**src/rtl/key_pkg.sv**
```systemverilog
// key_pkg
// Shared types and constants for the key debounce blocks.
//   state_t     : debounce FSM state (IDLE, DEBOUNCE)
//   CNT_MAX_50M : 20 ms debounce window at a 50 MHz sys_clk
//   CNT_MAX_SIM : short window used in simulation
package key_pkg;

   typedef enum logic {
      IDLE     = 1'b0,
      DEBOUNCE = 1'b1
   } state_t;

   localparam logic [19:0] CNT_MAX_50M = 20'd999_999;
   localparam logic [19:0] CNT_MAX_SIM = 20'd24;

endpackage

```
**src/rtl/key_rr_arb.sv**
```systemverilog
// key_rr_arb
// Combinational round-robin priority search. Returns the first set bit of
// pending, starting at index ptr and wrapping past the top back to 0.
//   pending : request vector
//   ptr     : index that has highest priority this cycle
//   grant   : index of the winning request (0 when valid is low)
//   valid   : at least one request is set
module key_rr_arb #(
   parameter int N  = 4,
   parameter int PW = (N > 1) ? $clog2(N) : 1
) (
   input  logic [N-1:0]  pending,
   input  logic [PW-1:0] ptr,
   output logic [PW-1:0] grant,
   output logic          valid
);

   int idx;

   always_comb begin
      grant = '0;
      valid = 1'b0;
      idx   = 0;
      for (int i = 0; i < N; i++) begin
         idx = int'(ptr) + i;
         if (idx >= N) idx = idx - N;
         if (!valid && pending[idx[PW-1:0]]) begin
            valid = 1'b1;
            grant = idx[PW-1:0];
         end
      end
   end

endmodule

```
**src/rtl/key_mux_filter.sv**
```systemverilog
// key_mux_filter
// Debounces a bank of active-low keys with a single shared counter. A key
// whose synchronized level differs from its committed level is granted the
// counter in round-robin order; once the new level holds for CNT_MAX cycles
// the committed level toggles and a one-cycle press/release pulse is emitted.
//   sys_clk     : system clock
//   sys_rst     : synchronous reset, active-high
//   key_in      : raw key pins, active-low, asynchronous
//   key_state   : debounced level per key (1 = released)
//   key_flag    : one-cycle pulse on a confirmed press
//   key_release : one-cycle pulse on a confirmed release
//   busy        : a key is currently being debounced
module key_mux_filter
   import key_pkg::*;
#(
   parameter int               KEY_NUM = 4,
   parameter int               CNT_W   = 20,
   parameter logic [CNT_W-1:0] CNT_MAX = CNT_MAX_50M
) (
   input  logic               sys_clk,
   input  logic               sys_rst,
   input  logic [KEY_NUM-1:0] key_in,
   output logic [KEY_NUM-1:0] key_state,
   output logic [KEY_NUM-1:0] key_flag,
   output logic [KEY_NUM-1:0] key_release,
   output logic               busy
);

   localparam int PW = (KEY_NUM > 1) ? $clog2(KEY_NUM) : 1;

   logic [KEY_NUM-1:0] sync1, key_sync, pending;
   state_t             state, state_n;
   logic [PW-1:0]      sel, sel_n, ptr, ptr_n, sel_inc, grant;
   logic [CNT_W-1:0]   cnt, cnt_n;
   logic               grant_valid, commit;

   assign pending = key_sync ^ key_state;
   assign busy    = (state == DEBOUNCE);
   // Wrap explicitly so non-power-of-two key counts stay in range.
   assign sel_inc = (sel == PW'(KEY_NUM - 1)) ? '0 : sel + 1'b1;

   key_rr_arb #(.N(KEY_NUM), .PW(PW)) u_arb (
      .pending (pending),
      .ptr     (ptr),
      .grant   (grant),
      .valid   (grant_valid)
   );

   always_comb begin
      state_n = state;
      sel_n   = sel;
      ptr_n   = ptr;
      cnt_n   = cnt;
      commit  = 1'b0;
      case (state)
         IDLE: begin
            if (grant_valid) begin
               sel_n   = grant;
               cnt_n   = '0;
               state_n = DEBOUNCE;
            end
         end
         DEBOUNCE: begin
            // Bounce back to the committed level aborts without a pulse.
            if (key_sync[sel] == key_state[sel]) begin
               state_n = IDLE;
               ptr_n   = sel_inc;
            end else if (cnt == CNT_MAX - 1'b1) begin
               commit  = 1'b1;
               state_n = IDLE;
               ptr_n   = sel_inc;
            end else begin
               cnt_n = cnt + 1'b1;
            end
         end
         default: state_n = IDLE;
      endcase
   end

   always_ff @(posedge sys_clk) begin
      if (sys_rst) begin
         sync1       <= '1;
         key_sync    <= '1;
         key_state   <= '1;
         key_flag    <= '0;
         key_release <= '0;
         state       <= IDLE;
         sel         <= '0;
         ptr         <= '0;
         cnt         <= '0;
      end else begin
         sync1       <= key_in;
         key_sync    <= sync1;
         state       <= state_n;
         sel         <= sel_n;
         ptr         <= ptr_n;
         cnt         <= cnt_n;
         key_flag    <= '0;
         key_release <= '0;
         if (commit) begin
            key_state[sel] <= ~key_state[sel];
            // Old level 1 means the key just went down.
            if (key_state[sel]) key_flag[sel]    <= 1'b1;
            else                key_release[sel] <= 1'b1;
         end
      end
   end

endmodule

```
**config.mk**
```make
export PLATFORM = sky130hd
export DESIGN_NAME = key_mux_filter
export DESIGN_NICKNAME = d
export VERILOG_FILES = /design/src/rtl/key_pkg.sv /design/src/rtl/key_rr_arb.sv /design/src/rtl/key_mux_filter.sv
export SDC_FILE = /design/constraint.sdc
export NUM_CORES = 1
export LEC_CHECK = 0
export ABC_AREA = 0
export CORE_ASPECT_RATIO = 0.75
export CORE_UTILIZATION = 50
export CTS_CLUSTER_DIAMETER = 100
export DETAILED_ROUTE_END_ITERATION = 12
export HOLD_SLACK_MARGIN = 0.12
export PLACE_DENSITY_LB_ADDON = 0.25
export SETUP_SLACK_MARGIN = 0.2
export SYNTH_ARGS = -nofsm -noshare
export SYNTH_HDL_FRONTEND = slang
export SYNTH_SLANG_ARGS = --single-unit
```
**constraint.sdc**
```tcl
create_clock -name sys_clk -period 2.99 [get_ports sys_clk]
set_clock_uncertainty 0.1 [all_clocks]
set_input_delay 0.598 -clock sys_clk [delete_from_list [all_inputs] [get_ports sys_clk]]
set_output_delay 0.598 -clock sys_clk [all_outputs]
set_load 0.02 [all_outputs]
```
==> impl_metrics.py <==
metrics = {
    "run": {
        "cap_violations": 0,
    },
    "synth": {
        "syn_area_mm2": 0.00231,
        "ys_types": 48,
        "synth_top_flop_cell": "dfxtp_1",
        "synth_edf_count": 0,
        "avgSynthCellArea_um2": 9.59,
        "synth_fp_nets": 253,
        "yosysWarnings": 0,
        "ys_seq_area_share_pct": 39.0,
        "syn_inst": 241,
        "ys_ff_latch": 45,
        "synthArstFlopShare_pct": 0,
    },
    "sta": {
        "slew_viol_final": 0,
        "hold_ws_ps": 317,
        "rsz0062_at_grt": "false",
        "worstMarginPinSlew_ps": 938,
        "fmax_mhz": 392,
        "setup_violations": 0,
        "period_share_pct": 85.4,
        "relSlewSlack_pct": 37.1,
        "timing.final.crit_period_ps": 2550,
        "hold_violations": 0,
        "fin_setup_tns_ps": 0,
    },
    "route": {
        "drc": 0,
        "route.vias.total": 1897,
        "wl_met3_um": 305,
        "drt-pass1-iter-count": 4,
        "drt-met1-wl_um": 2690,
        "avgRoutedWirePerCell_um": 15.9,
        "detail_route.vias_per_cell": 6.00,
        "drt_iter0_markers": 158,
        "highest_layer": "met4",
        "wl_um": 5030,
        "wl_met2_um": 1980,
        "ant_nets": 0,
    },
    "cts": {
        "clockBufferDepth": 2,
        "cts_tree": "done",
        "ctsHtreeMaxLevel": 2,
        "postCtsSetupBuffers": 0,
        "cts_resized": 0,
        "holdBufCountCts": 0,
        "cts_root_buf": "clkbuf_8",
        "cts_sinks": 45,
        "clk_transition_reported_paths_ps": 80,
        "numCtsBuffers": 5,
        "worstSkewPairLatency_ps": 310,
    },
    "final_layout": {
        "syn2layout_area_growth_pct": 12.7,
        "antenna_cells": 0,
        "nets": 270,
        "fillers": 386,
        "drive_gt1_share_pct": 13.1,
    },
    "floorplanning": {
        "start_util_pct": 52.1,
        "rows": 21,
        "coreArea_mm2": 0.00444,
        "die_h_um": 60.9,
        "ioPinCount": 19,
        "dieArea_mm2": 0.00490,
        "die_x_um": 80.5,
    },
    "worst_setup_path": {
        "cpMaxStageDelayCell": "or4b_2",
        "cp_num_buf_inv": 0,
        "slowest_delay_ps": 730,
        "critical_path_class": "reg2reg",
        "arrival_ps": 2700,
        "critPathMaxFanout": 26,
        "worstSetupStartpointType": "register",
        "required_ps": 3140,
        "worstSetupEndpointType": "register",
        "critPathTopFamily": "simple AND/OR/NAND/NOR gates",
        "path_cells": "or4b_2, nor3_2, o2bb2ai_2, o21ai_0, a21oi_1",
    },
    "run_status": {
        "status": "completed",
    },
    "grt": {
        "grt_pass1_vias": 1581,
        "grt_max_degree": 27,
        "grt_usage_pct": 22.1,
        "gr-total-overflow": 0,
        "grt_pass1_wl_um": 7960,
        "antenna_found_initial": 0,
    },
    "placement": {
        "dp_hpwl_um": 3460,
        "gp_congestion": 0.840,
        "port_buffers": 18,
    },
    "pwr": {
        "cellPowerDensity_mw_per_mm2": 469,
        "power.total_mw": 1.22,
        "ir_drop_mv": 0.320,
        "leakage_nw": 0.865,
    },
    "worst_hold_path": {
        "hold_path.class": "reg2reg",
    },
}
## metrics by stage
stage	util, %	std cells	cell area [µm²]	setup WS (ps)
floorplan	-	241	2310	741
global placement	56.0	308	2480	593
detailed placement	56.0	308	2480	521
CTS	58.7	316	2610	478
global route	58.7	316	2610	292
finish	58.7	316	2610	438
## synthesized netlist by cell type (3+ instances only)
library cell | number | share of area [%]
a21oi_1 | 24 | 5.2
and2_1 | 13 | 3.5
clkbuf_1 | 3 | 0.49
clkbuf_8 | 4 | 2.4
dfxtp_1 | 45 | 39
ha_1 | 6 | 3.2
inv_1 | 6 | 0.97
mux2i_1 | 7 | 3.0
mux4_2 | 3 | 2.9
nand2_1 | 11 | 1.8
nand2b_1 | 5 | 1.4
nand3_1 | 10 | 2.2
nand4_1 | 9 | 2.4
nor2_1 | 6 | 0.97
o21ai_0 | 9 | 1.9
o31ai_1 | 11 | 3.6
or2_2 | 9 | 2.4
or3_1 | 6 | 1.6
or4_1 | 9 | 2.9
xnor2_1 | 4 | 1.5
xor2_1 | 4 | 1.5
## power breakdown
group,leakage [nW],internal (mW),switching (mW)
sequential,0.365,0.609,0.0138
clock,0.0574,0.272,0.221
combinational,0.443,0.0380,0.0669
total,0.865,0.919,0.302
## routing by layer
metal	GRT usage (%)	vias up
met5	0	-
met4	6.63	0
met3	7.07	4
met2	28.9	55
met1	33.8	890
li1	-	948
## registers in the layout, indices dropped and copies added (netlist names)
name and flops:
cnt 20, key_flag 4, key_release 4, key_state 4, key_sync 4, sync1 4, ptr 2, sel 2
busy 1
## cells in the final DEF, fill, tap and decap left out, types with 3 or more instances in the layout
cell and instances:
nand4_1 9, a21oi_1 24, clkbuf_8 6, o21ai_0 9
nand3_1 10, clkdlybuf4s50_1 18, or4_1 9, xnor2_1 4
ha_1 6, or2_2 9, or3_1 6, mux4_2 3
nor2_1 6, mux2i_1 7, nand2b_1 5, nand2_1 11
and2_1 13, inv_1 6, o31ai_1 11, dfxtp_1 45
xor2_1 4
## path summary, 6_finish.rpt
check | start | slack [ps] | end | depth (start not counted)
setup / recovery | cnt[6] | 440 | cnt[8] | 5
hold / removal | sync1[3] | 320 | key_sync[3] | 1
setup reg to reg | cnt[6] | 440 | cnt[8] | 5
hold reg to reg | sync1[3] | 320 | key_sync[3] | 1
## layout make-up
type / instances / area, µm² / share of cell area, %
Clock buffer: 6 / 82.6 / 3.17
Clock inverter: 2 / 37.5 / 1.44
Inverter: 6 / 22.5 / 0.865
Timing Repair Buffer: 20 / 195 / 7.49
Tap cell: 57 / 71.3 / 2.74
Sequential cell: 45 / 901 / 34.6
Multi-Input combinational cell: 180 / 1290 / 49.7
## worst reg2reg max path, cell delays in order, from the launching register on
cell and delay (ps):
dfxtp_1 360, or4b_2 730, nor3_2 410, o2bb2ai_2 480
o21ai_0 250, a21oi_1 160
## kinds of logic (layout without fill, tap and decap cells)
| kind of cell | count (synthesis) | in the layout | synth area share [%] |
|---|---|---|---|
| and+or+nand+nor | 96 | 96 | 27.1 |
| AOI/OAI and AO/OA | 59 | 59 | 16.2 |
| DFF | 45 | 45 | 39.0 |
| buffers and inverters | 16 | 34 | 5.03 |
| muxes | 11 | 11 | 6.44 |
| xor gates and xnor gates | 8 | 8 | 3.03 |
| adders and majority gates | 6 | 6 | 3.25 |
Power figures use the tool's default switching activity.
